===== src/rtl/pong_game_ctrl_if.sv =====
// Signal bundle between the sync generator / player inputs and the pong game controller.
// frame_tick is the only strobe: a single-cycle pulse with no back-pressure, all other outputs are levels.
interface pong_game_ctrl_if;
    logic [9:0] hsp;
    logic [9:0] vsp;
    logic       btn_lu;
    logic       btn_ld;
    logic       btn_ru;
    logic       btn_rd;
    logic       start;
    logic [9:0] ball_x;
    logic [9:0] ball_y;
    logic [9:0] pad_l_y;
    logic [9:0] pad_r_y;
    logic [3:0] score_l;
    logic [3:0] score_r;
    logic [2:0] state;
    logic       frame_tick;

    modport master (
        output hsp, vsp, btn_lu, btn_ld, btn_ru, btn_rd, start,
        input  ball_x, ball_y, pad_l_y, pad_r_y, score_l, score_r, state, frame_tick
    );

    modport slave (
        input  hsp, vsp, btn_lu, btn_ld, btn_ru, btn_rd, start,
        output ball_x, ball_y, pad_l_y, pad_r_y, score_l, score_r, state, frame_tick
    );
endinterface


===== src/rtl/pong_game_ctrl.sv =====
// Pong game controller: ball physics, paddles, scoring and game FSM, updated once per frame
// at the start of vertical blank so positions never change while the picture is drawn.
module pong_game_ctrl #(
    parameter int BALL_SPD     = 2,
    parameter int PAD_SPD      = 4,
    parameter int PAD_H        = 64,
    parameter int SERVE_FRAMES = 60,
    parameter int WIN_SCORE    = 7
) (
    input  logic              clk,
    input  logic              rst,
    pong_game_ctrl_if.slave   bus
);
    typedef enum logic [2:0] {
        S_IDLE  = 3'd0,
        S_SERVE = 3'd1,
        S_PLAY  = 3'd2,
        S_POINT = 3'd3,
        S_OVER  = 3'd4
    } state_t;

    localparam int CNT_W = $clog2(SERVE_FRAMES + 1);
    localparam logic [CNT_W-1:0] CNT_LAST = CNT_W'(SERVE_FRAMES - 1);
    localparam logic [9:0] BALL_X0 = 10'd316;
    localparam logic [9:0] BALL_Y0 = 10'd236;
    localparam logic [9:0] PAD_Y0  = 10'd208;
    localparam logic [3:0] C_WIN   = 4'(WIN_SCORE);

    localparam logic signed [11:0] C_ZERO   = 12'sd0;
    localparam logic signed [11:0] C_EIGHT  = 12'sd8;
    localparam logic signed [11:0] C_BSPD   = 12'(BALL_SPD);
    localparam logic signed [11:0] C_PSPD   = 12'(PAD_SPD);
    localparam logic signed [11:0] C_PADH   = 12'(PAD_H);
    localparam logic signed [11:0] C_PADMAX = 12'(480 - PAD_H);
    localparam logic signed [11:0] C_YMAX   = 12'sd472;
    localparam logic signed [11:0] C_LFACE  = 12'sd24;
    localparam logic signed [11:0] C_RFACE  = 12'sd616;
    localparam logic signed [11:0] C_RSTOP  = 12'sd608;
    localparam logic signed [11:0] C_XMAX   = 12'sd632;

    state_t           r_state;
    state_t           w_state_nxt;
    logic             r_frame_tick;
    logic             r_vb_d;
    logic [9:0]       r_ball_x;
    logic [9:0]       r_ball_y;
    logic [9:0]       r_pad_l;
    logic [9:0]       r_pad_r;
    logic [3:0]       r_score_l;
    logic [3:0]       r_score_r;
    logic             r_dx;
    logic             r_dy;
    logic             r_srv_dir;
    logic             r_point_r;
    logic [CNT_W-1:0] r_cnt;

    logic             w_vb;
    logic signed [11:0] w_bx, w_by, w_pl, w_pr, w_nx, w_ny;
    logic signed [11:0] w_play_x, w_play_y;
    logic             w_play_dx, w_play_dy;
    logic             w_l_hit, w_r_hit, w_miss_l, w_miss_r;
    logic [3:0]       w_score_src, w_score_new;
    logic             w_pads_live, w_enter_serve, w_enter_idle, w_srv_dir_nxt;

    // Edge-detect the vblank corner so a stalled sync generator still yields one tick per frame.
    assign w_vb = (bus.hsp == 10'd0) && (bus.vsp == 10'd480);

    always_ff @(posedge clk) begin
        if (rst) begin
            r_frame_tick <= 1'b0;
            r_vb_d       <= 1'b0;
        end else begin
            r_frame_tick <= w_vb & ~r_vb_d;
            r_vb_d       <= w_vb;
        end
    end

    function automatic logic [9:0] pad_next(input logic [9:0] y, input logic up, input logic dn);
        logic signed [11:0] t;
        t = $signed({2'b00, y});
        if (up && !dn)
            t = t - C_PSPD;
        else if (dn && !up)
            t = t + C_PSPD;
        if (t < C_ZERO)
            t = C_ZERO;
        else if (t > C_PADMAX)
            t = C_PADMAX;
        return 10'(t);
    endfunction

    assign w_bx = $signed({2'b00, r_ball_x});
    assign w_by = $signed({2'b00, r_ball_y});
    assign w_pl = $signed({2'b00, r_pad_l});
    assign w_pr = $signed({2'b00, r_pad_r});
    assign w_nx = r_dx ? (w_bx + C_BSPD) : (w_bx - C_BSPD);
    assign w_ny = r_dy ? (w_by + C_BSPD) : (w_by - C_BSPD);

    // Paddle overlap uses the ball row before this frame's move.
    assign w_l_hit  = !r_dx && (w_bx >= C_LFACE) && (w_nx <= C_LFACE)
                      && (w_by + C_EIGHT > w_pl) && (w_by < w_pl + C_PADH);
    assign w_r_hit  = r_dx && (w_bx + C_EIGHT <= C_RFACE) && (w_nx + C_EIGHT >= C_RFACE)
                      && (w_by + C_EIGHT > w_pr) && (w_by < w_pr + C_PADH);
    assign w_miss_l = (w_nx <= C_ZERO) && !w_l_hit;
    assign w_miss_r = (w_nx >= C_XMAX) && !w_r_hit;

    always_comb begin
        w_play_y  = w_ny;
        w_play_dy = r_dy;
        if (w_ny < C_ZERO) begin
            w_play_y  = C_ZERO;
            w_play_dy = 1'b1;
        end else if (w_ny > C_YMAX) begin
            w_play_y  = C_YMAX;
            w_play_dy = 1'b0;
        end
        w_play_x  = w_nx;
        w_play_dx = r_dx;
        if (w_l_hit) begin
            w_play_x  = C_LFACE;
            w_play_dx = 1'b1;
        end else if (w_r_hit) begin
            w_play_x  = C_RSTOP;
            w_play_dx = 1'b0;
        end
    end

    assign w_score_src = r_point_r ? r_score_r : r_score_l;
    assign w_score_new = (w_score_src == 4'd15) ? 4'd15 : (w_score_src + 4'd1);

    always_ff @(posedge clk) begin
        if (rst)
            r_state <= S_IDLE;
        else
            r_state <= w_state_nxt;
    end

    always_comb begin
        w_state_nxt = r_state;
        if (r_frame_tick) begin
            case (r_state)
                S_IDLE:  if (bus.start) w_state_nxt = S_SERVE;
                S_SERVE: if (r_cnt == CNT_LAST) w_state_nxt = S_PLAY;
                S_PLAY:  if (w_miss_l || w_miss_r) w_state_nxt = S_POINT;
                S_POINT: w_state_nxt = (w_score_new == C_WIN) ? S_OVER : S_SERVE;
                S_OVER:  if (bus.start) w_state_nxt = S_IDLE;
                default: w_state_nxt = S_IDLE;
            endcase
        end
    end

    always_comb begin
        w_pads_live   = (r_state == S_SERVE) || (r_state == S_PLAY) || (r_state == S_POINT);
        w_enter_serve = r_frame_tick && (w_state_nxt == S_SERVE) && (r_state != S_SERVE);
        w_enter_idle  = r_frame_tick && (w_state_nxt == S_IDLE) && (r_state != S_IDLE);
        w_srv_dir_nxt = (r_state == S_POINT) ? ~r_point_r : 1'b1;
    end

    always_ff @(posedge clk) begin
        if (rst) begin
            r_ball_x  <= BALL_X0;
            r_ball_y  <= BALL_Y0;
            r_pad_l   <= PAD_Y0;
            r_pad_r   <= PAD_Y0;
            r_score_l <= 4'd0;
            r_score_r <= 4'd0;
            r_dx      <= 1'b1;
            r_dy      <= 1'b1;
            r_srv_dir <= 1'b1;
            r_point_r <= 1'b0;
            r_cnt     <= '0;
        end else if (r_frame_tick) begin
            if (w_pads_live) begin
                r_pad_l <= pad_next(r_pad_l, bus.btn_lu, bus.btn_ld);
                r_pad_r <= pad_next(r_pad_r, bus.btn_ru, bus.btn_rd);
            end
            case (r_state)
                S_IDLE: begin
                    if (bus.start) begin
                        r_score_l <= 4'd0;
                        r_score_r <= 4'd0;
                        r_srv_dir <= 1'b1;
                    end
                end
                S_SERVE: r_cnt <= r_cnt + 1'b1;
                S_PLAY: begin
                    r_ball_y <= 10'(w_play_y);
                    r_dy     <= w_play_dy;
                    // On a miss the ball freezes at its last on-screen column.
                    if (w_miss_l || w_miss_r) begin
                        r_point_r <= w_miss_l;
                    end else begin
                        r_ball_x <= 10'(w_play_x);
                        r_dx     <= w_play_dx;
                    end
                end
                S_POINT: begin
                    r_srv_dir <= w_srv_dir_nxt;
                    if (r_point_r)
                        r_score_r <= w_score_new;
                    else
                        r_score_l <= w_score_new;
                end
                default: ;
            endcase
            if (w_enter_serve) begin
                r_ball_x <= BALL_X0;
                r_ball_y <= BALL_Y0;
                r_dx     <= w_srv_dir_nxt;
                r_dy     <= 1'b1;
                r_cnt    <= '0;
            end
            if (w_enter_idle) begin
                r_ball_x <= BALL_X0;
                r_ball_y <= BALL_Y0;
            end
        end
    end

    assign bus.ball_x     = r_ball_x;
    assign bus.ball_y     = r_ball_y;
    assign bus.pad_l_y    = r_pad_l;
    assign bus.pad_r_y    = r_pad_r;
    assign bus.score_l    = r_score_l;
    assign bus.score_r    = r_score_r;
    assign bus.state      = r_state;
    assign bus.frame_tick = r_frame_tick;
endmodule


===== src/flat_wrapper.sv =====
// flat-port wrapper written by rule: the top's interface ports become plain ports
module pong_game_ctrl_flat 
#(
    parameter int BALL_SPD     = 2,
    parameter int PAD_SPD      = 4,
    parameter int PAD_H        = 64,
    parameter int SERVE_FRAMES = 60,
    parameter int WIN_SCORE    = 7
)
  (clk, rst, bus_hsp, bus_vsp, bus_btn_lu, bus_btn_ld, bus_btn_ru, bus_btn_rd, bus_start, bus_ball_x, bus_ball_y, bus_pad_l_y, bus_pad_r_y, bus_score_l, bus_score_r, bus_state, bus_frame_tick);
  pong_game_ctrl_if bus_i ();
  input  logic clk;
  input  logic rst;
  input wire logic [$bits(bus_i.hsp)-1:0] bus_hsp;
  input wire logic [$bits(bus_i.vsp)-1:0] bus_vsp;
  input wire logic [$bits(bus_i.btn_lu)-1:0] bus_btn_lu;
  input wire logic [$bits(bus_i.btn_ld)-1:0] bus_btn_ld;
  input wire logic [$bits(bus_i.btn_ru)-1:0] bus_btn_ru;
  input wire logic [$bits(bus_i.btn_rd)-1:0] bus_btn_rd;
  input wire logic [$bits(bus_i.start)-1:0] bus_start;
  output wire logic [$bits(bus_i.ball_x)-1:0] bus_ball_x;
  output wire logic [$bits(bus_i.ball_y)-1:0] bus_ball_y;
  output wire logic [$bits(bus_i.pad_l_y)-1:0] bus_pad_l_y;
  output wire logic [$bits(bus_i.pad_r_y)-1:0] bus_pad_r_y;
  output wire logic [$bits(bus_i.score_l)-1:0] bus_score_l;
  output wire logic [$bits(bus_i.score_r)-1:0] bus_score_r;
  output wire logic [$bits(bus_i.state)-1:0] bus_state;
  output wire logic [$bits(bus_i.frame_tick)-1:0] bus_frame_tick;
  assign bus_i.hsp = bus_hsp;
  assign bus_i.vsp = bus_vsp;
  assign bus_i.btn_lu = bus_btn_lu;
  assign bus_i.btn_ld = bus_btn_ld;
  assign bus_i.btn_ru = bus_btn_ru;
  assign bus_i.btn_rd = bus_btn_rd;
  assign bus_i.start = bus_start;
  assign bus_ball_x = bus_i.ball_x;
  assign bus_ball_y = bus_i.ball_y;
  assign bus_pad_l_y = bus_i.pad_l_y;
  assign bus_pad_r_y = bus_i.pad_r_y;
  assign bus_score_l = bus_i.score_l;
  assign bus_score_r = bus_i.score_r;
  assign bus_state = bus_i.state;
  assign bus_frame_tick = bus_i.frame_tick;
  pong_game_ctrl #(.BALL_SPD(BALL_SPD), .PAD_SPD(PAD_SPD), .PAD_H(PAD_H), .SERVE_FRAMES(SERVE_FRAMES), .WIN_SCORE(WIN_SCORE)) u_core (.clk(clk), .rst(rst), .bus(bus_i));
endmodule

===== config.mk =====
export PLATFORM = sky130hd
export DESIGN_NAME = pong_game_ctrl_flat
export DESIGN_NICKNAME = d
export VERILOG_FILES = /design/src/rtl/pong_game_ctrl_if.sv /design/src/rtl/pong_game_ctrl.sv /design/src/flat_wrapper.sv
export SDC_FILE = /design/constraint.sdc
export NUM_CORES = 1
export LEC_CHECK = 0
export CAP_MARGIN = 20
export CORE_MARGIN = 8
export CORE_UTILIZATION = 56
export CTS_CLUSTER_SIZE = 12
export DETAILED_ROUTE_END_ITERATION = 8
export PLACE_DENSITY_LB_ADDON = 0.3
export SETUP_SLACK_MARGIN = 0.4
export SLEW_MARGIN = 20
export SYNTH_ARGS = -nofsm -noshare
export SYNTH_HDL_FRONTEND = slang
export SYNTH_SLANG_ARGS = --single-unit
export TNS_END_PERCENT = 1

===== constraint.sdc =====
create_clock -name clk -period 4.17 [get_ports clk]
set_input_delay 0.834 -clock clk [delete_from_list [all_inputs] [get_ports clk]]
set_output_delay 0.834 -clock clk [all_outputs]
set_load 0.02 [all_outputs]

Yosys cells after proc, flatten, opt, wreduce, memory -nomap -nowiden
Cells that the tools add are included.
- register bits: 62
- word-level logic and storage cells: 163
- add/subtract/negate cells: 15
- magnitude comparators: 16
- eq/ne operators: 15
- muxes and demuxes: 53
- bitwise gates (word level): 3
- reductions and logical operators: 48
- operator list (kind ; count):
    $mux W10 ; 15
    $mux W12 ; 12
    $gt A12 B10 Y1 const B ; 3
    $lt A12 B1 Y1 const B ; 3
    $ge A12 B11 Y1 const B ; 2
    $gt A12 B11 Y1 ; 2
    $lt A11 B12 Y1 ; 2
    $add A10 B2 Y11 const B ; 2
    $add A10 B3 Y11 const B ; 2
    $add A10 B4 Y11 const B ; 2
    $add A10 B7 Y11 const B ; 2
    $sub A10 B2 Y11 const B ; 2
    $sub A10 B3 Y11 const B ; 2
    $mux W4 ; 5
    $logic_and A1 B1 Y1 ; 19
    $mux W3 ; 6
    $pmux W4 S2 ; 2
    $pmux W3 S5 ; 1
    $add A12 B5 Y12 const B ; 1
    $le A12 B1 Y1 const B ; 1
    $le A12 B11 Y1 const B ; 1
    $le A12 B6 Y1 const B ; 1
    $mux W6 ; 2
    $reduce_and A4 Y1 ; 3
    other kinds (24) ; 57

Logic depth before layout (Yosys ltp)
- depth after elaboration: 18
- mapped depth: 16
- mapped depth without buffers: 14

Worst setup path after synthesis
Ideal clock, no wire load.
- kind: reg2reg
- start: register u_core.r_pad_r[6], in the netlist u_core.bus.pad_r_y[6]
- end: register u_core.r_ball_x[7], in the netlist u_core.bus.ball_x[7]
- arrival time: 3.317 ns
- required time: 4.100 ns
- path slack: 0.783 ns
- cell stages (with the launch flop): 13
- path buffers: 0
- cell sequence: dfxtp_1 > inv_1 > ha_1 > inv_1 > ha_1 > a2111o_1 > a31oi_1 > o21ai_0 > a311o_1 > a2111oi_4 > o21ai_2 > or3_1 > a21oi_1
- cells in the longest elaborated chain, start to end: 14
- RTL lines (item ; RTL line ; RTL):
    from (decl) ; pong_game_ctrl.sv:48 ; logic [9:0] r_pad_r;
    from (signal assigned) ; pong_game_ctrl.sv:175 ; r_pad_r <= pad_next(r_pad_r, bus.btn_ru, bus.btn_rd);
    $add A10 B7 Y11 or $gt A12 B11 Y1 (tied branches) ; pong_game_ctrl.sv:103 ; && (w_by + C_EIGHT > w_pr) && (w_by < w_pr + C_PADH);
    $lt A11 B12 Y1 or $logic_and A1 B1 Y1 (tied branches) ; pong_game_ctrl.sv:103 ;
    $logic_and A1 B1 Y1 * ; pong_game_ctrl.sv:103 ;
    $logic_not A1 Y1 ; pong_game_ctrl.sv:105 ; assign w_miss_r = (w_nx >= C_XMAX) && !w_r_hit;
    $logic_and A1 B1 Y1 ; pong_game_ctrl.sv:105 ;
    $logic_or A1 B1 Y1 ; pong_game_ctrl.sv:144, pong_game_ctrl.sv:190 ;
    $mux W3 ; pong_game_ctrl.sv:144 ; S_PLAY: if (w_miss_l || w_miss_r) w_state_nxt = S_POINT;
    $pmux W3 S5 ; pong_game_ctrl.sv:141 ; case (r_state)
    $mux W3 ; pong_game_ctrl.sv:140 ; if (r_frame_tick) begin
    $eq A3 B1 Y1 or $logic_not A3 Y1 (tied branches) ; pong_game_ctrl.sv:154, pong_game_ctrl.sv:155 ;
    $logic_and A1 B1 Y1, on equally long branches (2 in series) ; pong_game_ctrl.sv:154, pong_game_ctrl.sv:155 ;
    $ne A3 B1 Y1 (no source line) (tied with other cells) ; - ;
    $reduce_and A3 Y1 (no source line) or $mux W10 (tied branches) ; - ;
    to (signal assigned) ; pong_game_ctrl.sv:193 ; r_ball_x <= 10'(w_play_x);
    to (decl) ; pong_game_ctrl.sv:45 ; logic [9:0] r_ball_x;
Mark *: on every way between the ends. The rest lies on a longest branch, timed or not. The select of a mux whose other input is x is not followed.
A chain may end at the register's enable or synchronous reset.

Worst setup path after layout
- start: register u_core.r_pad_r[7], in the netlist u_core.bus.pad_r_y[7]
- end: register u_core.r_dx
- cells in the longest elaborated chain, start to end: 14
- RTL lines (item ; RTL line ; RTL):
    $add A10 B7 Y11 or $gt A12 B11 Y1 (tied branches) ; pong_game_ctrl.sv:103 ;
    $lt A11 B12 Y1 or $logic_and A1 B1 Y1 (tied branches) ; pong_game_ctrl.sv:103 ;
    $logic_and A1 B1 Y1 * ; pong_game_ctrl.sv:103 ;
    $logic_not A1 Y1 ; pong_game_ctrl.sv:105 ;
    $logic_and A1 B1 Y1 ; pong_game_ctrl.sv:105 ;
    $logic_or A1 B1 Y1 ; pong_game_ctrl.sv:144, pong_game_ctrl.sv:190 ;
    $mux W3 ; pong_game_ctrl.sv:144 ;
    $pmux W3 S5 ; pong_game_ctrl.sv:141 ;
    $mux W3 ; pong_game_ctrl.sv:140 ;
    $eq A3 B1 Y1 ; pong_game_ctrl.sv:154 ; w_enter_serve = r_frame_tick && (w_state_nxt == S_SERVE) && (r_state != S_SERVE);
    $logic_and A1 B1 Y1 (2 in series) ; pong_game_ctrl.sv:154 ;
    $ne A2 B1 Y1 (no source line) (tied with other cells) ; - ;
    $reduce_and A4 Y1 (no source line) ; - ;
    to (signal assigned) ; pong_game_ctrl.sv:194 ; r_dx <= w_play_dx;
    to (signal assigned) ; pong_game_ctrl.sv:209 ; r_dx <= w_srv_dir_nxt;
    to (decl) ; pong_game_ctrl.sv:51 ; logic r_dx;
Mark *: on every way between the ends. The rest lies on a longest branch, timed or not.

==> results by group <==
Clocking
  – H-tree depth: 2
  – CTS tree: yes
  – Clk_lat worst skew: 0.32 ns
  – Deepest clock path buffer count: 2
  – Root buffer cell: clkbuf_8
  – CTS Buf Count: 5
  – Post-CTS setup buffers: 0
  – CTS clock-pin slew for the worst setup and hold paths: 0.11 ns
  – Clk sinks: 56

Run
  – Max Cap Viol: 0

GRT
  – Initial antenna violation count: 0
  – GRT Overall Usage: 22.7%
  – Vias in the first global route: 5076
  – Largest net degree at the start of global routing: 27
  – Total global routing overflow: 0
  – First-pass GRT wire length: 24200 um

Yosys
  – Flops & latches, synth: 56
  – Synth Cell Area: 5140 um2
  – Post-synth EDFFs: 0
  – Post-Syn Instances: 680
  – Yosys cell types: 68
  – Synth Area in XOR/XNOR: 5.59%
  – Compound-Gate Fraction of Synth Area: 24.8%
  – Share of the synthesized area in the top cell type: 21.8%
  – Largest family of logic cells by synthesized area: simple AND/OR/NAND/NOR gates
  – Async set-or-reset flop fraction in the synthesized netlist: 0%
  – Synth Area in Simple Gates: 25.3%
  – Primary FF master, synth: dfxtp_1
  – Post-synthesis adder-cell area fraction: 12.2%
  – Avg Inst Size Synth: 7.56 um2
  – Synth area leader: dfxtp_1
  – Share of the yosys chip area belonging to registers: 21.8%
  – Warnings from Yosys: 0
  – Dominant cells by area after synthesis: dfxtp_1 22%, ha_1 12%, a21oi_1 5.1%
  – Mux share of post-synthesis cell area: 4.21%

Layout
  – Non-Filler Instances: 854
  – N_diodes: 0
  – Final net count: 819
  – Synth-to-layout area growth: 17.9%
  – Most frequent cells in the layout: 72 x clkdlybuf4s50_1, 59 x nand2_1, 52 x a21oi_1, 52 x dfxtp_1, 50 x ha_1
  – Fin area: 6060 um2
  – Layout cells sized above 1: 6.06%
  – Commonest non-fill, non-tap cell in the layout: clkdlybuf4s50_1

Timing
  – Worst-Margin Slew: 0.726 ns
  – Final hold viol count: 0
  – Fin crit share: 87.4%
  – Fin Clk Skew: 0.00516 ns
  – Final min period: 3.64 ns
  – RSZ-0062 raised after global routing: true
  – Max Slew Vio Count: 0
  – Fmax: 274 MHz
  – Final setup fails: 0
  – Worst slew margin: 50.9%
  – Setup TNS: 0 ns

Drt
  – Via count: 5345
  – Final ANT Viol Nets: 0
  – Routed Wire Length: 14700 um
  – DRT iter0 DRCs: 398
  – Vias per cell: 6.26
  – Residual DRC: 0
  – Initial DRT Pass Iterations: 5
  – Routed wire length per instance: 17.2 um

Worst setup path
  – CP peak stage delay: 0.45 ns
  – Critical path startpoint: u_core.bus.pad_r_y[7]
  – CP Cell Sequence: inv_1 > ha_1 > inv_1 > ha_1 > a2111o_1 > a31oi_1 > o21ai_0 > a311o_1 > a2111oi_4 > buf_4 > nand2b_1 > nand2_1 > a31o_2
  – CP Data Arrival Time: 3.87 ns
  – CP required: 4.40 ns
  – Crit-path max FO: 8
  – Reg2Reg Depth: 13
  – Worst r2r src: u_core.bus.pad_r_y[7]
  – Worst r2r dst: u_core.r_dx
  – Setup CP Type: reg2reg
  – Register-to-Register Setup Slack: 0.53 ns
  – Worst setup EP type: flop
  – Slowest library cell on the worst path: dfxtp_1
  – Critical Path Start Type: flop

Placed design
  – Dpl cells: 846
  – RD Place Congestion: 0.986
  – Port bufs: 72
  – Final HPWL DP: 11200 um
  – Post-placement cell area: 5940 um2

Worst hold path
  – Hold Path Depth: 1
  – Hold Crit Class: reg2reg
  – Worst Min Path Start: u_core.r_vb_d
  – Worst Hold End: u_core.bus.frame_tick

Outcome
  – Status: finished, final reports clean

Power and ir drop
  – Pwr dens: 152 nW/um2
  – Maximum vdd ir drop: 124 uV
  – Leakage: 2.29 nW

Floorplan
  – Core Region: 9060 um2
  – Vert. Die Dim: 112 um
  – Starting Density: 56.7%
  – Die area: 12500 um2
  – Die X: 112 um
  – FP Rows: 35
  – IO Pins: 79
-- flip-flops by register name, summed over array words and instances, names as in the netlist, 3 cells and up --
register and flops:
u_core.r_cnt 6, u_core.bus.score_l 4, u_core.bus.state 3, u_core.bus.pad_r_y 8, u_core.bus.ball_x 9, u_core.bus.pad_l_y 8
u_core.bus.ball_y 9, u_core.bus.score_r 4
-- logic make-up (layout without fill, tap and decap cells) --
logic type / after synthesis / count (layout)
fa+ha+maj: 50 / 50
compound gates: 191 / 191
other cells: 1 / 6
buf+inv: 74 / 132
xor+xnor: 32 / 32
simple gates: 255 / 255
flops: 56 / 56
mux: 21 / 21
-- final cells by class --
cell class | count | area [um2]
Multi-Input combinational cell | 555 | 3750
Timing Repair Buffer | 82 | 796
Inverter | 42 | 158
Tap cell | 111 | 139
Clock inverter | 3 | 25.0
Clock buffer | 5 | 68.8
Sequential cell | 56 | 1130
Fill cell | 765 | 3000
-- layer usage --
layer | vias up | global-route usage (%) | wire length [um]
li1 | 2631 | - | -
met2 | 202 | 36.9 | 6740
met1 | 2485 | 28.9 | 6520
met4 | 0 | 8.20 | 316
met3 | 27 | 4.87 | 1150
met5 | - | 0 | 0
-- synthesized netlist by cell type, types with 16 or more instances --
cell      number
nor3_1        22
dfxtp_1       56
inv_1         42
nand3_1       35
a21oi_1       52
mux2i_1       16
or3_1         19
clkbuf_1      22
nand2_1       59
o21ai_0       38
nor2_1        48
ha_1          50
xnor2_1       24
-- critical path, delay by kind of cell (launching register included) --
| family | cells | cell delay [ns] |
|---|---|---|
| compound gates | 6 | 1.75 |
| fa+ha+maj | 2 | 0.62 |
| flops | 1 | 0.45 |
| buf+inv | 3 | 0.45 |
| simple gates | 2 | 0.29 |
-- power breakdown --
group | switching, mW | leakage (nW) | internal, mW | total [mW]
Clock | 0.202 | 0.0452 | 0.123 | 0.325
Combinational | 0.0315 | 1.79 | 0.0312 | 0.0627
Sequential | 0.000000101 | 0.452 | 0.534 | 0.534
Total | 0.233 | 2.29 | 0.689 | 0.922
-- worst max-delay path by stage --
stage / endpoint / slack, ns / depth (start not counted)
CTS: u_core.r_dx / 0.49 / 12
floorplan: u_core.bus.ball_x[7] / 0.78 / 12
global route: u_core.r_cnt[5] / 0.38 / 13
global placement: u_core.bus.pad_r_y[2] / 0.52 / 10
detailed placement: u_core.bus.pad_r_y[2] / 0.39 / 10
finish: u_core.r_dx / 0.53 / 13
-- metrics by stage --
stage	setup slack, ns	utilization (%)	hold WS, ns	power, mW
2_1_floorplan	0.783	-	0.374	0.578
6_report	0.526	66.9	0.399	0.922
4_1_cts	0.495	66.6	0.406	0.930
3_5_place_dp	0.393	65.6	0.389	0.609
5_1_grt	0.378	66.9	0.439	0.951
3_3_place_gp	0.522	65.6	0.384	0.608
-- repair_timing --
item | in CTS | in global routing
resized for setup | 0 | 7
endpoints found under the setup margin | 0 | 11
hold buffers | 0 | 0
No activity file was read; power rests on OpenSTA's default activity.
